===== src/rtl/pc_seq_pkg.sv =====
// Shared types and defaults for the program-counter sequencer.
// Optional build macro PC_SEQ_ITER_LIMIT_EN enables the loop-count limit.
package pc_seq_pkg;

    typedef enum logic [1:0] {
        IDLE   = 2'd0,
        RUN    = 2'd1,
        HALTED = 2'd2
    } pc_state_t;

    localparam int PC_W_DEF    = 8;
    localparam int PC_LAST_DEF = 4;

    function automatic logic [7:0] sat_inc8(input logic [7:0] v);
        return (v == 8'hFF) ? v : v + 8'd1;
    endfunction

endpackage


===== src/rtl/pc_seq_iter_cnt.sv =====
// Saturating 8-bit completed-loop counter; used only when PC_SEQ_ITER_LIMIT_EN is defined.
module pc_seq_iter_cnt
    import pc_seq_pkg::*;
(
    input  logic       clk,
    input  logic       rst_n,
    input  logic       clr,
    input  logic       inc,
    output logic [7:0] cnt
);

    always_ff @(posedge clk or negedge rst_n) begin
        if (!rst_n) begin
            cnt <= 8'd0;
        end else if (clr) begin
            cnt <= 8'd0;
        end else if (inc) begin
            cnt <= sat_inc8(cnt);
        end
    end

endmodule


===== src/rtl/pc_sequencer.sv =====
// Program-counter sequencer with halt/jump/stall control and wrap at PC_LAST.
// Defining PC_SEQ_ITER_LIMIT_EN adds max_iter and halts after that many wraps.
//
// state  | meaning
// IDLE   | after reset, waiting for start
// RUN    | PC sequencing, pc_valid high
// HALTED | stopped, PC held, done high; start restarts at 0
module pc_sequencer
    import pc_seq_pkg::*;
#(
    parameter int PC_W    = PC_W_DEF,
    parameter int PC_LAST = PC_LAST_DEF
) (
    input  logic            clk,
    input  logic            rst_n,
    input  logic            start,
    input  logic            stall,
    input  logic            jmp_valid,
    input  logic [PC_W-1:0] jmp_addr,
    input  logic            halt_req,
`ifdef PC_SEQ_ITER_LIMIT_EN
    input  logic [7:0]      max_iter,
`endif
    output logic [PC_W-1:0] pc_out,
    output logic            pc_valid,
    output logic            wrap,
    output logic            jmp_err,
    output logic            done,
    output logic [7:0]      iter_cnt
);

    localparam logic [PC_W-1:0] LAST = PC_W'(PC_LAST);

    pc_state_t state;
    logic      limit_hit;

`ifdef PC_SEQ_ITER_LIMIT_EN
    logic iter_inc;
    logic iter_clr;

    assign iter_inc  = (state == RUN) && !halt_req && !jmp_valid && !stall && (pc_out == LAST);
    assign iter_clr  = (state != RUN) && start;
    // Halt on the wrap whose count lands exactly on the limit; 0 means unlimited.
    assign limit_hit = (max_iter != 8'd0) && (sat_inc8(iter_cnt) == max_iter);

    pc_seq_iter_cnt u_iter_cnt (
        .clk   (clk),
        .rst_n (rst_n),
        .clr   (iter_clr),
        .inc   (iter_inc),
        .cnt   (iter_cnt)
    );
`else
    assign iter_cnt  = 8'd0;
    assign limit_hit = 1'b0;
`endif

    always_ff @(posedge clk or negedge rst_n) begin
        if (!rst_n) begin
            state    <= IDLE;
            pc_out   <= '0;
            pc_valid <= 1'b0;
            wrap     <= 1'b0;
            jmp_err  <= 1'b0;
            done     <= 1'b0;
        end else begin
            wrap    <= 1'b0;
            jmp_err <= 1'b0;
            case (state)
                IDLE, HALTED: begin
                    if (start) begin
                        state    <= RUN;
                        pc_out   <= '0;
                        pc_valid <= 1'b1;
                        done     <= 1'b0;
                    end
                end
                RUN: begin
                    if (halt_req) begin
                        state    <= HALTED;
                        pc_valid <= 1'b0;
                        done     <= 1'b1;
                    end else if (jmp_valid) begin
                        if (jmp_addr <= LAST) begin
                            pc_out <= jmp_addr;
                        end else begin
                            jmp_err <= 1'b1;
                        end
                    end else if (!stall) begin
                        if (pc_out == LAST) begin
                            pc_out <= '0;
                            wrap   <= 1'b1;
                            if (limit_hit) begin
                                state    <= HALTED;
                                pc_valid <= 1'b0;
                                done     <= 1'b1;
                            end
                        end else begin
                            pc_out <= pc_out + 1'b1;
                        end
                    end
                end
                default: begin
                    state    <= IDLE;
                    pc_valid <= 1'b0;
                    done     <= 1'b0;
                end
            endcase
        end
    end

endmodule


===== config.mk =====
export PLATFORM = sky130hd
export DESIGN_NAME = pc_sequencer
export DESIGN_NICKNAME = d
export VERILOG_FILES = /design/src/rtl/pc_seq_pkg.sv /design/src/rtl/pc_seq_iter_cnt.sv /design/src/rtl/pc_sequencer.sv
export SDC_FILE = /design/constraint.sdc
export NUM_CORES = 1
export LEC_CHECK = 0
export CORE_ASPECT_RATIO = 1.25
export CORE_MARGIN = 2
export CORE_UTILIZATION = 35
export DETAILED_ROUTE_END_ITERATION = 8
export PLACE_DENSITY = 0.69
export REMOVE_ABC_BUFFERS = 1
export SLEW_MARGIN = 20
export SYNTH_ARGS = -nofsm -noshare
export SYNTH_HDL_FRONTEND = slang
export SYNTH_HIERARCHICAL = 1
export SYNTH_SLANG_ARGS = --single-unit

===== constraint.sdc =====
create_clock -name clk -period 1.5 [get_ports clk]
set_input_delay 0.3 -clock clk [delete_from_list [all_inputs] [get_ports clk]]
set_output_delay 0.3 -clock clk [all_outputs]
set_load 0.02 [all_outputs]

==> flow_metrics.tcl, run 1 <==
set metrics [dict create \
    status "finished, violations left" \
    violations "setup timing" \
    cp_cell_sequence "nor3_1, nand2_1, and4b_1, a221o_1" \
    cts_buffers 3 \
    power_frac_seq_pct 36.1 \
    worstPathMaxFanout 3 \
    start_util_pct 36.5 \
    die_h_um 60.0 \
    final_common_cell "buf_4" \
    ys_types 42 \
    vias 961 \
    coreArea_um2 2400 \
    ctsHtreeMaxLevel 1 \
    track_usage_pct 18.0 \
    final_cell_mix "buf_4 (32), dlygate4sd2_1 (16), dfrtp_1 (13), nand2_1 (10), conb_1 (8)" \
    fin_nets 169 \
    synth_top_area_share_pct 37.1 \
    fin_skew_ns 0.0129 \
    switchingPower_uw 425 \
    num_antenna_cells 0 \
    comb_power_share_pct 43.8 \
    async_flop_share_pct 100 \
    place_area_um2 1310 \
    clockRootBuffer "clkbuf_4" \
    peakVddDrop_mv 0.616 \
    final_cell_area_um2 1490 \
    clockBufferDepth 2 \
    p_per_area_nw_per_um2 777 \
    dr.pass1.iters 4 \
    timing.fmax_mhz 609 \
    setup_ws_ns -0.143 \
    grt_pass1_wl_um 4040 \
    grt_use_met3_pct 2.25 \
    relSlewSlack_pct 65.5 \
    cpPeakStageDelay_ns 0.46 \
    insertion_delay_ns 0.30 \
    synth_area_um2 877 \
    grt_pass1_vias 966 \
    synthCells 94 \
    start_kind "flip-flop" \
    die_w_um 48.8 \
    synth_ff_type "dfrtp_1" \
    syn2layout_area_growth_pct 69.3 \
    crit_required_ns 1.69 \
    hp-class "in -> async" \
    drive_gt1_share_pct 38.2 \
    busiest_layer "met2" \
    intPower_uw 729 \
    yosysSeqAreaShare_pct 37.1 \
    top_level_ports 34 \
    worst_r2r_path_depth 4 \
    use_met1_pct 20.0 \
    period_minus_slack_ns 1.64 \
    dp_hpwl_um 1890 \
    grt_overflow 0 \
    hold_violations 0 \
    p_clk_share_pct 20.1 \
    rr_startpoint "pc_out[5]$_DFFE_PN0P_" \
    power_mw 1.15 \
    avgSynthCellArea_um2 9.33 \
    synth.largest_area_cell "dfrtp_1" \
    drt_iter0_drc 17 \
    viasPerCell 5.19 \
    path_class "reg -> reg" \
    critical_path_arrival_ns 1.83 \
    cap_violations 0 \
    drv_slew 0 \
    place.gp.congestion 0.856 \
    worst_pin_slew_ns 0.513 \
    ys_ff_latch 13 \
    holdBufCountCts 0 \
    rsz0062_at_grt "true" \
    crit-reg2reg-capture "pc_out[2]$_DFFE_PN0P_" \
    port_buffers 25 \
    multi_input_area_um2 588 \
    met2_usage_pct 34.2 \
    synth_edf_count 0 \
    synth.yosys.warnings 6 \
    antenna_found_initial 0 \
    wl_per_cell_um 14.1 \
    post-route-period-util_pct 110 \
    cts_tree "done" \
    finalSetupViolCount 4 \
    slowest_stage "nor3_1" \
    p_leak_nw 0.741 \
    drc 0 \
    ant_nets 0 \
    die_area_um2 2930 \
    row_count 20 \
    grt_max_degree 14 \
    switching_share_pct 36.8 \
    synth_area_leaders "dfrtp_1 (37%), buf_4 (6.8%), nand2_1 (4.3%)" \
    r2r_slack_ns -0.14 \
    worst_setup_path_end_kind "flip-flop" \
    wirelength_um 2600 \
    clkTransAtPathRegs_ns 0.09 \
    register_area_um2 325 \
    cts_sinks 13 \
    fillers 212 \
]
[registers in the layout (all words and copies together) (netlist names)]
signal / cells
state: 2
pc_out: 8
wrap: 1
pc_valid: 1
jmp_err: 1
[area by class of cell]
class,count,area share [%]
repair buffers,58,32.9
well taps,33,2.78
flip-flops and latches,13,21.9
clock buffers,4,1.77
multi-input cells,73,39.6
inverters,4,1.01
[kinds of logic (layout without fill, tap and decap cells)]
group           after synthesis  count (layout)  synth area share [%]
simple gates                 36              36                  22.8
compound gates               26              26                  25.0
buf+inv                      15              66                  10.8
flops                        13              13                  37.1
fa+ha+maj                     2               2                  2.85
other cells                   1               8                 0.428
xor+xnor                      1               1                 0.999
[routing by layer]
layer	vias up	share of wire, %	routed length, um
li1	453	-	-
met1	456	38	991
met2	43	54	1400
met3	9	5.8	152
met4	0	2.1	55
met5	-	0	0
[cell usage after synthesis, types with 3 or more instances]
master and count:
a22oi_1 3, buf_4 8, dfrtp_1 13, inv_1 4
nand2_1 10, nand3_1 3, nor2_1 7, nor3_1 3
o21ai_0 4
[critical path: cells and delay by family (launching register included)]
| kind | cells | cell delay [ns] |
|---|---|---|
| flip-flops | 1 | 0.39 |
| AO/OA/AOI/OAI | 1 | 0.25 |
| AND/OR/NAND/NOR | 3 | 0.89 |
[stage by stage]
step | TNS, ns | cells | hold slack [ns] | setup WS [ns] | utilization (%)
final | -0.256 | 185 | 0.299 | -0.143 | 61.8
after global routing | -0.622 | 185 | 0.335 | -0.184 | 61.8
after CTS | -0.177 | 182 | 0.319 | -0.0793 | 58.3
after detailed placement | -3.02 | 174 | 0.501 | -0.392 | 54.5
after global placement | -2.73 | 174 | 0.502 | -0.359 | 54.5
after floorplan | -0.833 | 90 | 0.00441 | -0.233 | -
[power by group through the flow]
stage | clock, mW | sequential (mW) | combinational, mW
global placement | 0 | 0.419 | 0.444
finish | 0.232 | 0.416 | 0.505
CTS | 0.227 | 0.415 | 0.472
floorplan | 0 | 0.476 | 0.146
detailed placement | 0 | 0.420 | 0.454
global route | 0.246 | 0.423 | 0.541
[timing repair]
action / 4_1_cts / 5_1_grt
resized for setup: 30 / 14
buffers inserted: 4 / 4
endpoints found under the setup margin: 20 / 9
pin swaps: 10 / 7
[worst max path at each step]
stage                     slack, ns             startpoint  depth (start not counted)                    end
after floorplan               -0.23  pc_out[0]$_DFFE_PN0P_                          6  pc_out[3]$_DFFE_PN0P_
after global placement        -0.36            jmp_addr[5]                          6  pc_out[5]$_DFFE_PN0P_
after detailed placement      -0.39            jmp_addr[1]                          5  pc_out[2]$_DFFE_PN0P_
after CTS                     -0.08  pc_out[0]$_DFFE_PN0P_                          6  pc_out[3]$_DFFE_PN0P_
after global routing          -0.18  pc_out[5]$_DFFE_PN0P_                          4  pc_out[2]$_DFFE_PN0P_
final                         -0.14  pc_out[5]$_DFFE_PN0P_                          4  pc_out[2]$_DFFE_PN0P_
Power figures use the tool's default switching activity.
==> run 2, diff against run 1 <==
Settings changed: CAP_MARGIN from default to 20.
==> results of run 2 <==
Same layout as run 1: the final DEF is identical, and so are final timing and power.
==> run 3, diff against run 2 <==
--- a/config.mk
+++ b/config.mk
@@ -11,5 +11,5 @@
 export CORE_UTILIZATION = 35
 export DETAILED_ROUTE_END_ITERATION = 8
-export PLACE_DENSITY = 0.69
+export PLACE_DENSITY = 0.66
 export REMOVE_ABC_BUFFERS = 1
 export SLEW_MARGIN = 20
==> constraint.sdc (replaced) <==
create_clock -name clk -period 2 [get_ports clk]
set_input_delay 0.6 -clock clk [delete_from_list [all_inputs] [get_ports clk]]
set_output_delay 0.6 -clock clk [all_outputs]
set_load 0.02 [all_outputs]
==> flow_metrics.tcl, run 3 (same netlist as run 1, synthesis figures left out) <==
set metrics [dict create \
    status "finished, final reports clean" \
    start_util_pct 36.5 \
    cts_setup_buffers 0 \
    worstPathMaxFanout 5 \
    p_per_area_nw_per_um2 608 \
    grt_pass1_vias 870 \
    crit-reg2reg-capture "pc_out[3]$_DFFE_PN0P_" \
    dp_hpwl_um 1910 \
    syn2layout_area_growth_pct 46.9 \
    largest_reg_flops 8 \
    grt_use_met3_pct 1.75 \
    rr_startpoint "pc_out[0]$_DFFE_PN0P_" \
    final_common_cell "clkdlybuf4s50_1" \
    coreArea_um2 2400 \
    drc 0 \
    wirelength_um 2360 \
    path_class "reg -> out" \
    switchingPower_uw 272 \
    die_h_um 60.0 \
    worst_hold_slack_ns 0.520 \
    fin_skew_ns 0.00118 \
    viasPerCell 5.17 \
    grt_max_degree 14 \
    whs_endpoint "pc_valid$_DFFE_PN0P_" \
    reg.largest.list "pc_out x8, state x2" \
    r2r_slack_ns 0.23 \
    worst_setup_path_end_kind "output pin" \
    crit_required_ns 1.40 \
    fin_nets 153 \
    final_cell_mix "clkdlybuf4s50_1 (22), buf_4 (17), dfrtp_1 (13), nand2_1 (10), conb_1 (8)" \
    die_w_um 48.8 \
    drv_slew 0 \
    die_area_um2 2930 \
    period_minus_slack_ns 1.91 \
    port_buffers 25 \
    intPower_uw 511 \
    clockBufferDepth 2 \
    min_path_cells 2 \
    clockRootBuffer "clkbuf_4" \
    cp_top_family "buffers and inverters" \
    dr.pass1.iters 4 \
    cpPeakStageDelay_ns 0.62 \
    rsz0062_at_grt "false" \
    comb_power_share_pct 37.9 \
    wl_per_cell_um 14.0 \
    hold_start "pc_valid$_DFFE_PN0P_" \
    grt_pass1_wl_um 3950 \
    vias 873 \
    top_level_ports 34 \
    cts_sinks 13 \
    worst_r2r_path_depth 6 \
    power_uw 784 \
    critical_path_arrival_ns 1.31 \
    drive_gt1_share_pct 21.3 \
    cp_num_buf_inv 1 \
    grt_overflow 0 \
    drt_iter0_drc 19 \
    antenna_found_initial 0 \
    post-route-period-util_pct 95.5 \
    slowest_stage "clkdlybuf4s50_1" \
    num_antenna_cells 0 \
    met2_usage_pct 33.5 \
    insertion_delay_ns 0.27 \
    start_kind "flip-flop" \
    ctsHtreeMaxLevel 1 \
    busiest_layer "met2" \
    place.gp.congestion 0.848 \
    top_register "pc_out" \
    clkTransAtPathRegs_ns 0.08 \
    cap_violations 0 \
    track_usage_pct 17.6 \
    use_met1_pct 19.7 \
    row_count 20 \
    ant_nets 0 \
    cts_tree "done" \
    timing.fmax_mhz 524 \
    p_leak_nw 0.633 \
    cts_buffers 3 \
    peakVddDrop_mv 0.364 \
    hp-class "reg -> reg" \
    finalSetupViolCount 0 \
    crit_cells 1 \
    p_clk_share_pct 20.9 \
    hold_violations 0 \
    switching_share_pct 34.7 \
    cp_cell_sequence "clkdlybuf4s50_1" \
    power_frac_seq_pct 41.3 \
]
==> run 3: cell types whose count changed in the layout (fill, tap and decap cells not counted), moves of 2 or more <==
cell	delta
dlygate4sd2_1	-16
buf_4	-15
inv_1	+2
ha_1	+2
nor2_1	+2
clkdlybuf4s50_1	+17
inv_2	-2
ha_4	-2
==> run 3: per-stage QoR <==
stage / setup WS [ns] / util (%) / TNS [ns] / std cells / instance area [um^2]
6_report: 0.0903 / 53.6 / 0 / 169 / 1290
5_1_grt: 0.0201 / 53.6 / 0 / 169 / 1290
4_1_cts: 0.00562 / 52.8 / 0 / 169 / 1270
3_5_place_dp: -0.229 / 51.7 / -1.50 / 165 / 1240
3_3_place_gp: -0.187 / 51.7 / -1.23 / 165 / 1240
2_1_floorplan: 0.253 / - / 0 / 90 / 823
==> run 3: final cells by class <==
class	count	area, um^2
Fill cell	239	1110
Multi-Input combinational cell	73	495
Timing Repair Buffer	42	385
Sequential cell	13	325
Inverter	4	15.0
Clock buffer	4	26.3
Tap cell	33	41.3
==> run 3: power by group through the flow <==
stage | clock network [mW] | logic, mW | registers [mW]
5_1_grt | 0.187 | 0.320 | 0.328
6_report | 0.163 | 0.297 | 0.324
3_5_place_dp | 0 | 0.295 | 0.330
4_1_cts | 0.171 | 0.296 | 0.324
3_3_place_gp | 0 | 0.294 | 0.328
2_1_floorplan | 0 | 0.110 | 0.357
==> run 3: timing repair <==
action | in CTS | in global routing
endpoints found under the setup margin | 0 | 4
hold buffers | 0 | 0
resized for setup | 0 | 6
==> run 3: worst max-delay path by stage <==
stage / start / endpoint / slack [ns]
final: pc_out[1]$_DFFE_PN0P_ / pc_out[1] / 0.09
after global routing: jmp_addr[5] / pc_out[4]$_DFFE_PN0P_ / 0.02
after CTS: pc_out[6]$_DFFE_PN0P_ / pc_out[6] / 0.006
after detailed placement: jmp_addr[5] / pc_out[2]$_DFFE_PN0P_ / -0.23
after global placement: jmp_addr[5] / pc_out[4]$_DFFE_PN0P_ / -0.19
after floorplan: halt_req / pc_out[4]$_DFFE_PN0P_ / 0.25
==> run 3: worst min-delay path, delay by kind of cell, from the launching register on <==
kind               cells  cell delay (ns)
AOI/OAI and AO/OA      1             0.06
DFF                    1             0.37
and+or+nand+nor        1             0.05
==> run 3: layer usage <==
metal | wire length, um | share of wire [%] | up-vias
met4 | 50 | 2.1 | 0
met3 | 92 | 3.9 | 7
li1 | - | - | 420
met1 | 983 | 42 | 416
met2 | 1230 | 52 | 30
met5 | 0 | 0 | -
